`config.mk`:
```
export PLATFORM = sky130hd
export DESIGN_NAME = digitizer_sync_fifo
export DESIGN_NICKNAME = d
export VERILOG_FILES = /design/src/rtl/digitizer_sync_fifo.sv
export SDC_FILE = /design/constraint.sdc
export NUM_CORES = 2
export LEC_CHECK = 0
export ABC_CLOCK_PERIOD_IN_PS = 3300
export BUFFER_PORTS_ARGS = -buffer_cell sky130_fd_sc_hd__buf_2
export CAP_MARGIN = 20
export CORE_ASPECT_RATIO = 0.7
export CORE_MARGIN = 3
export CORE_UTILIZATION = 49
export CTS_CLUSTER_DIAMETER = 120
export DETAILED_ROUTE_END_ITERATION = 7
export PLACE_DENSITY = 0.64
export SYNTH_ARGS = -nofsm -noshare
export SYNTH_HDL_FRONTEND = slang
export SYNTH_SLANG_ARGS = --single-unit
export TNS_END_PERCENT = 50
```
`constraint.sdc`:
```
create_clock -name CLK -period 3.3 [get_ports CLK]
set_input_delay 0.66 -clock CLK [delete_from_list [all_inputs] [get_ports CLK]]
set_output_delay 0.66 -clock CLK [all_outputs]
set_load 0.02 [all_outputs]
```
`src/rtl/digitizer_sync_fifo.sv`:
```
// Single-clock FIFO for the digitizer datapath: generic width/depth, standard or
// first-word-fall-through read, programmable thresholds, sticky error flags and flush.
module digitizer_sync_fifo #(
    parameter int WIDTH     = 32,
    parameter int DEPTH     = 64,
    parameter int FWFT      = 0,
    parameter int AFULL_TH  = 60,
    parameter int AEMPTY_TH = 4,
    localparam int AW       = $clog2(DEPTH),
    localparam int CW       = AW + 1
) (
    input  logic             CLK,
    input  logic             RESET,
    input  logic [WIDTH-1:0] DATA,
    input  logic             WE,
    input  logic             RE,
    input  logic             FLUSH,
    input  logic             CLR_ERR,
    output logic [WIDTH-1:0] Q,
    output logic             DVLD,
    output logic             FULL,
    output logic             EMPTY,
    output logic             AFULL,
    output logic             AEMPTY,
    output logic [CW-1:0]    COUNT,
    output logic             OVERFLOW,
    output logic             UNDERFLOW
);

    logic [WIDTH-1:0] mem [DEPTH];

    logic [CW-1:0]    wr_ptr_reg;
    logic [CW-1:0]    rd_ptr_reg;
    logic [CW-1:0]    count_reg;
    logic [CW-1:0]    count_next;
    logic [WIDTH-1:0] q_reg;
    logic             dvld_reg;
    logic             dvld_next;
    logic             full_reg;
    logic             empty_reg;
    logic             empty_next;
    logic             afull_reg;
    logic             aempty_reg;
    logic             overflow_reg;
    logic             underflow_reg;

    logic             wr_acc;
    logic             rd_acc;
    logic             wr_err;
    logic             rd_err;
    logic             load;

    // Flags are the registered values from the previous edge; flush masks both requests.
    assign wr_acc = WE && !full_reg  && !FLUSH;
    assign rd_acc = RE && !empty_reg && !FLUSH;
    assign wr_err = WE &&  full_reg  && !FLUSH;
    assign rd_err = RE &&  empty_reg && !FLUSH;

    assign count_next = count_reg + CW'(wr_acc) - CW'(rd_acc);

    generate
        if (FWFT != 0) begin : g_fwft
            // Words still in RAM (excluding the output register); never reads a slot being written.
            logic [CW-1:0] ram_cnt;
            assign ram_cnt    = wr_ptr_reg - rd_ptr_reg;
            assign load       = (!dvld_reg || rd_acc) && (ram_cnt != '0) && !FLUSH;
            assign dvld_next  = load || (dvld_reg && !rd_acc);
            assign empty_next = !dvld_next;
        end else begin : g_std
            assign load       = rd_acc;
            assign dvld_next  = rd_acc;
            assign empty_next = (count_next == '0);
        end
    endgenerate

    always_ff @(posedge CLK) begin
        if (wr_acc) begin
            mem[wr_ptr_reg[AW-1:0]] <= DATA;
        end
    end

    always_ff @(posedge CLK or posedge RESET) begin
        if (RESET) begin
            wr_ptr_reg    <= '0;
            rd_ptr_reg    <= '0;
            count_reg     <= '0;
            q_reg         <= '0;
            dvld_reg      <= 1'b0;
            full_reg      <= 1'b0;
            empty_reg     <= 1'b1;
            afull_reg     <= 1'b0;
            aempty_reg    <= 1'b1;
            overflow_reg  <= 1'b0;
            underflow_reg <= 1'b0;
        end else begin
            // A new error in the same cycle as CLR_ERR keeps the flag set.
            if (wr_err) begin
                overflow_reg <= 1'b1;
            end else if (CLR_ERR) begin
                overflow_reg <= 1'b0;
            end
            if (rd_err) begin
                underflow_reg <= 1'b1;
            end else if (CLR_ERR) begin
                underflow_reg <= 1'b0;
            end

            if (FLUSH) begin
                wr_ptr_reg <= '0;
                rd_ptr_reg <= '0;
                count_reg  <= '0;
                q_reg      <= '0;
                dvld_reg   <= 1'b0;
                full_reg   <= 1'b0;
                empty_reg  <= 1'b1;
                afull_reg  <= 1'b0;
                aempty_reg <= 1'b1;
            end else begin
                wr_ptr_reg <= wr_ptr_reg + CW'(wr_acc);
                rd_ptr_reg <= rd_ptr_reg + CW'(load);
                count_reg  <= count_next;
                dvld_reg   <= dvld_next;
                full_reg   <= (count_next == CW'(DEPTH));
                empty_reg  <= empty_next;
                afull_reg  <= (count_next >= CW'(AFULL_TH));
                aempty_reg <= (count_next <= CW'(AEMPTY_TH));
                if (load) begin
                    q_reg <= mem[rd_ptr_reg[AW-1:0]];
                end
            end
        end
    end

    assign Q         = q_reg;
    assign DVLD      = dvld_reg;
    assign FULL      = full_reg;
    assign EMPTY     = empty_reg;
    assign AFULL     = afull_reg;
    assign AEMPTY    = aempty_reg;
    assign COUNT     = count_reg;
    assign OVERFLOW  = overflow_reg;
    assign UNDERFLOW = underflow_reg;

endmodule

```
## Word-level counts from Yosys, hierarchy flattened

Memory sizes are Yosys's and may differ from the RTL's.
Index checks and enable logic that the tools add are counted.

| storage, ports and cells | value |
|---|---|
| register bits | 60 |
| bits in writable memories | 2,048 |
| bits of input ports | 38 |
| output and inout port bits | 46 |
| word-level logic and storage cells | 49 |
| memories kept | 1 |

Memories:

| name | words | bits a word | read ports | clocked after Yosys merged registers in | write ports | RTL line | text |
|---|---|---|---|---|---|---|---|
| mem | 64 | 32 | 1 | 0 | 1 | 30 | `logic [WIDTH-1:0] mem [DEPTH];` |

| cells by class | value |
|---|---|
| add/sub/neg operators | 4 |
| magnitude comparators | 2 |
| equal/unequal tests | 1 |
| mux-type cells | 15 |
| reductions and logical operators | 15 |

Operator list:

| kind | count |
|---|---|
| 2-to-1 mux 32 bit | 2 |
| adder 7 x 1 -> 7 bit | 3 |
| 2-to-1 mux 7 bit | 3 |
| 2-to-1 mux 1 bit | 10 |
| logical AND 1 bit | 8 |
| == test 7 bit, second input constant | 1 |
| >= comparator 7 x 6 -> 1 bit, second input constant | 1 |
| less-or-equal comparator 7 x 3 -> 1 bit, second input constant | 1 |
| logical NOT 7 bit | 1 |
| subtractor 7 x 1 -> 7 bit | 1 |
| nonzero test 2 bit | 3 |
| logical NOT 1 bit | 3 |

## Depth between registers and ports, before layout

| depth | value |
|---|---|
| depth after elaboration | 7 |
| gate-level depth with buffers | 14 |
| gate-level depth less buffers | 12 |

## Worst setup path before layout

OpenSTA, ideal clock, no wires.

| path | value |
|---|---|
| path type | in2reg |
| from | in FLUSH |
| to | reg afull_reg (netlist: AFULL) |
| setup time | 0.120 ns |
| arrival time | 3.498 ns |
| data required time | 3.180 ns |
| path slack | -0.319 ns |
| stages on the path | 14 |
| path buffers | 2 |
| cells stage by stage | clkbuf_1 -> nor3b_1 -> clkbuf_1 -> ha_1 -> inv_1 -> ha_1 -> inv_1 -> fa_1 -> nor2b_1 -> o21a_1 -> o21ai_0 -> a211oi_1 -> nor2_1 -> a41o_1 |

| on the way | value |
|---|---|
| longest elaborated chain between the ends | 6 |
| elaborated cells on any way between the ends | 7 |
| those cells by class | 2 x add/sub; 1 x order compare; 1 x mux; 3 x reduce/logical |

Ends and longest elaborated chain:

| what | RTL line | text |
|---|---|---|
| from (decl) | 17 | `input logic FLUSH,` |
| logical NOT 1 bit | 54, 55 |  |
| logical AND 1 bit | 54 | `assign wr_acc = WE && !full_reg && !FLUSH;` |
| adder 7 x 1 -> 7 bit | 59 | `assign count_next = count_reg + CW'(wr_acc) - CW'(rd_acc);` |
| subtractor 7 x 1 -> 7 bit | 59 |  |
| >= comparator 7 x 6 -> 1 bit | 125 | `afull_reg <= (count_next >= CW'(AFULL_TH));` |
| 2-to-1 mux 1 bit * | 108 | `if (FLUSH) begin` |
| to (signal assigned) | 125 |  |
| to (decl) | 42 | `logic afull_reg;` |

Every way passes the cells marked *; elsewhere a longest branch is shown, timed or not.
A chain may end at the register's enable or synchronous reset.

## Final worst setup path

| path | value |
|---|---|
| from | reg rd_ptr_reg[3] |
| to | reg q_reg[10] (netlist: Q[10]) |

| on the way | value |
|---|---|
| longest elaborated chain between the ends | 3 |

Ends and longest elaborated chain:

| what | RTL line | text |
|---|---|---|
| from (decl) | 33 | `logic [CW-1:0] rd_ptr_reg;` |
| from (signal assigned) | 120 | `rd_ptr_reg <= rd_ptr_reg + CW'(load);` |
| memory (64 x 32 bit) | n/a |  |
| 2-to-1 mux 32 bit | 127 | `if (load) begin` |
| 2-to-1 mux 32 bit | 108 |  |
| to (signal assigned) | 128 | `q_reg <= mem[rd_ptr_reg[AW-1:0]];` |
| to (decl) | 36 | `logic [WIDTH-1:0] q_reg;` |

Every way passes these cells. The select of a mux whose other input is x is not followed.

==> flow_metrics.tcl <==
set metrics [dict create \
    rows 123 \
    die_h_um 346 \
    vias 39400 \
    finish.utilization_pct 57.2 \
    timing_hold_violations_final 0 \
    async_reset_ff_share_pct 2.75 \
    setup_viol 0 \
    period_needed_ps 3090 \
    ir_drop_v 0.000489 \
    numPortBuffers 83 \
    fmax_ghz 0.323 \
    cts_tree "yes" \
    final_cells 6294 \
    hold_class "input pin to flop" \
    crit_required_ps 4040 \
    drive_above_1_share_pct 31.1 \
    grt_max_degree 65 \
    dp.cells 5934 \
    crit_arrival_ps 3830 \
    gp_congestion 0.808 \
    antenna_found_initial 12 \
    placed_area_um2 86600 \
    setup_slack_ps 208 \
    pre_cts_slack_ps 25.5 \
    hold_ws_ps 139 \
    rsz0062_at_grt "false" \
    maxSlewViolCount 0 \
    fillCellCount 11800 \
    fin_skew_ps 37.1 \
    area_delta_synth_final_pct 14.9 \
    crit_fanout 20 \
    num-nets-final 4001 \
    firstDrtPassIters 5 \
    grt_overflow 0 \
    synth_edf_count 2048 \
    syn_area_um2 80800 \
    r2r_slack_ps 210 \
    vias_per_cell 6.26 \
    cts_setup_buffers 0 \
    coreArea_um2 162000 \
    fin_area_um2 92800 \
    largest_register_ffs 2048 \
    synth_nets 3613 \
    powerDensity_nw_per_um2 586 \
    cts.sinks 2106 \
    cts_buffer_depth 3 \
    cts_inserted_buffers 190 \
    tightest_slew_ps 1060 \
    clkTransAtPathRegs_ps 70 \
    wl_per_cell_um 32.8 \
    dieArea_um2 170000 \
    initial_utilization_pct 49.8 \
    status "completed" \
    synth_seq_cells 2106 \
    design.portCount 84 \
    wirelength_um 206000 \
    synthCells 3563 \
    yosys.cell_types.count 56 \
    cap_violations 0 \
    finalSetupTns_ps 0 \
    cts-root-buf "clkbuf_16" \
    post-dp-hpwl_um 125000 \
    slew-limit-headroom_pct 29.1 \
    ant_nets 0 \
    cp-start-kind "flop" \
    finalPower_mw 54.3 \
    fin_crit_sh_pct 93.7 \
    track_usage_pct 24.4 \
    syn_avg_cell_area_um2 22.7 \
    synth-warning-count 0 \
    drt_iter0_markers 5108 \
    grt_pass1_wl_um 295000 \
    grt_pass1_vias 39100 \
    end_kind "flop" \
    drcViolationCount 0 \
    synth_flop_cell "edfxtp_1" \
    yosysSeqAreaShare_pct 78.0 \
    insertion_delay_ps 820 \
    crit_type "flop to flop" \
    leakage_nw 28.4 \
    fp.dieW_um 491 \
    htree_levels 4 \
]
-- critical path: stages, from the launching register on --
cell     delay [ps]
dfrtp_4         680
buf_4           320
nor2_2          850
nand2_1         490
o22ai_1         480
a21oi_1          70
nand3_1         100
-- power by group --
part	total, mW	internal (mW)	leakage (nW)	switching (mW)
combinational	3.28	1.39	6.30	1.89
sequential	29.6	29.5	19.2	0.120
clock	21.5	11.9	2.91	9.51
-- logic make-up after synthesis --
group           after synthesis  share of synthesized area (%)
buf+inv                     209                           1.31
flops                      2106                           78.0
fa+ha+maj                    12                          0.195
xor+xnor                     11                          0.119
compound gates              233                           1.93
simple gates                328                           1.88
mux                         664                           16.6
-- worst paths after layout --
path                                   to     startpoint  cells after the start
worst max-delay path                Q[10]  rd_ptr_reg[3]                      6
worst min-delay path             OVERFLOW             WE                      3
max in group asynchronous            Q[4]          RESET                      4
min in group asynchronous        COUNT[0]          RESET                      3
worst min register to register  UNDERFLOW      UNDERFLOW                      2
worst max register to register      Q[10]  rd_ptr_reg[3]                      6
-- synth_stat cells, types with 36 or more instances --
master       n  area share [%]
edfxtp_1  2048              76
mux4_2     539              15
mux2i_1    109             1.4
nor2_1     107            0.50
nand2_1     77            0.36
a21oi_1     68            0.42
buf_2       67            0.42
clkbuf_1    67            0.31
dfrtp_1     56             1.7
a22oi_1     50            0.46
nand3_1     37            0.23
nor3_1      37            0.23
o21ai_0     36            0.22
-- layer usage --
metal / vias up / global-route usage [%] / wire length (um)
met5: - / 0 / 32
met4: 6 / 6.28 / 4510
met3: 273 / 7.67 / 24100
met2: 2044 / 33.9 / 89500
met1: 21200 / 37.6 / 88300
li1: 15900 / - / -
-- repair_timing --
item / CTS / global route
endpoints found under the hold margin: 21 / 0
hold buffers: 2 / 0
resized for setup: 0 / 0
-- cell type report --
cell class,count,area [um2],share of cell area (%)
Clock buffer,233,5020,5.41
Clock inverter,111,928,1.00
Tap cell,2187,2740,2.95
Sequential cell,2106,63000,67.9
Antenna cell,4,10.0,0.0108
Multi-Input combinational cell,1248,17200,18.6
Timing Repair Buffer,389,3780,4.07
Inverter,16,60.1,0.0647
-- layout by cell type (no fill, tap or decap), drive strengths merged, types with 12 or more instances in the layout --
cell | synthesis | final
nor3 | 37 | 37
mux2i | 109 | 109
bufinv | 0 | 15
nand3 | 37 | 37
a221oi | 27 | 27
edfxtp | 2048 | 2048
nor2b | 25 | 25
nor2 | 107 | 107
nand2 | 77 | 77
mux4 | 539 | 539
o21ai | 36 | 36
nand4 | 12 | 12
clkinv | 0 | 88
a21oi | 68 | 68
mux2 | 16 | 16
clkbuf | 67 | 233
inv | 16 | 21
dfrtp | 56 | 56
a22oi | 50 | 50
buf | 126 | 387
No activity file was read; power rests on OpenSTA's default activity.
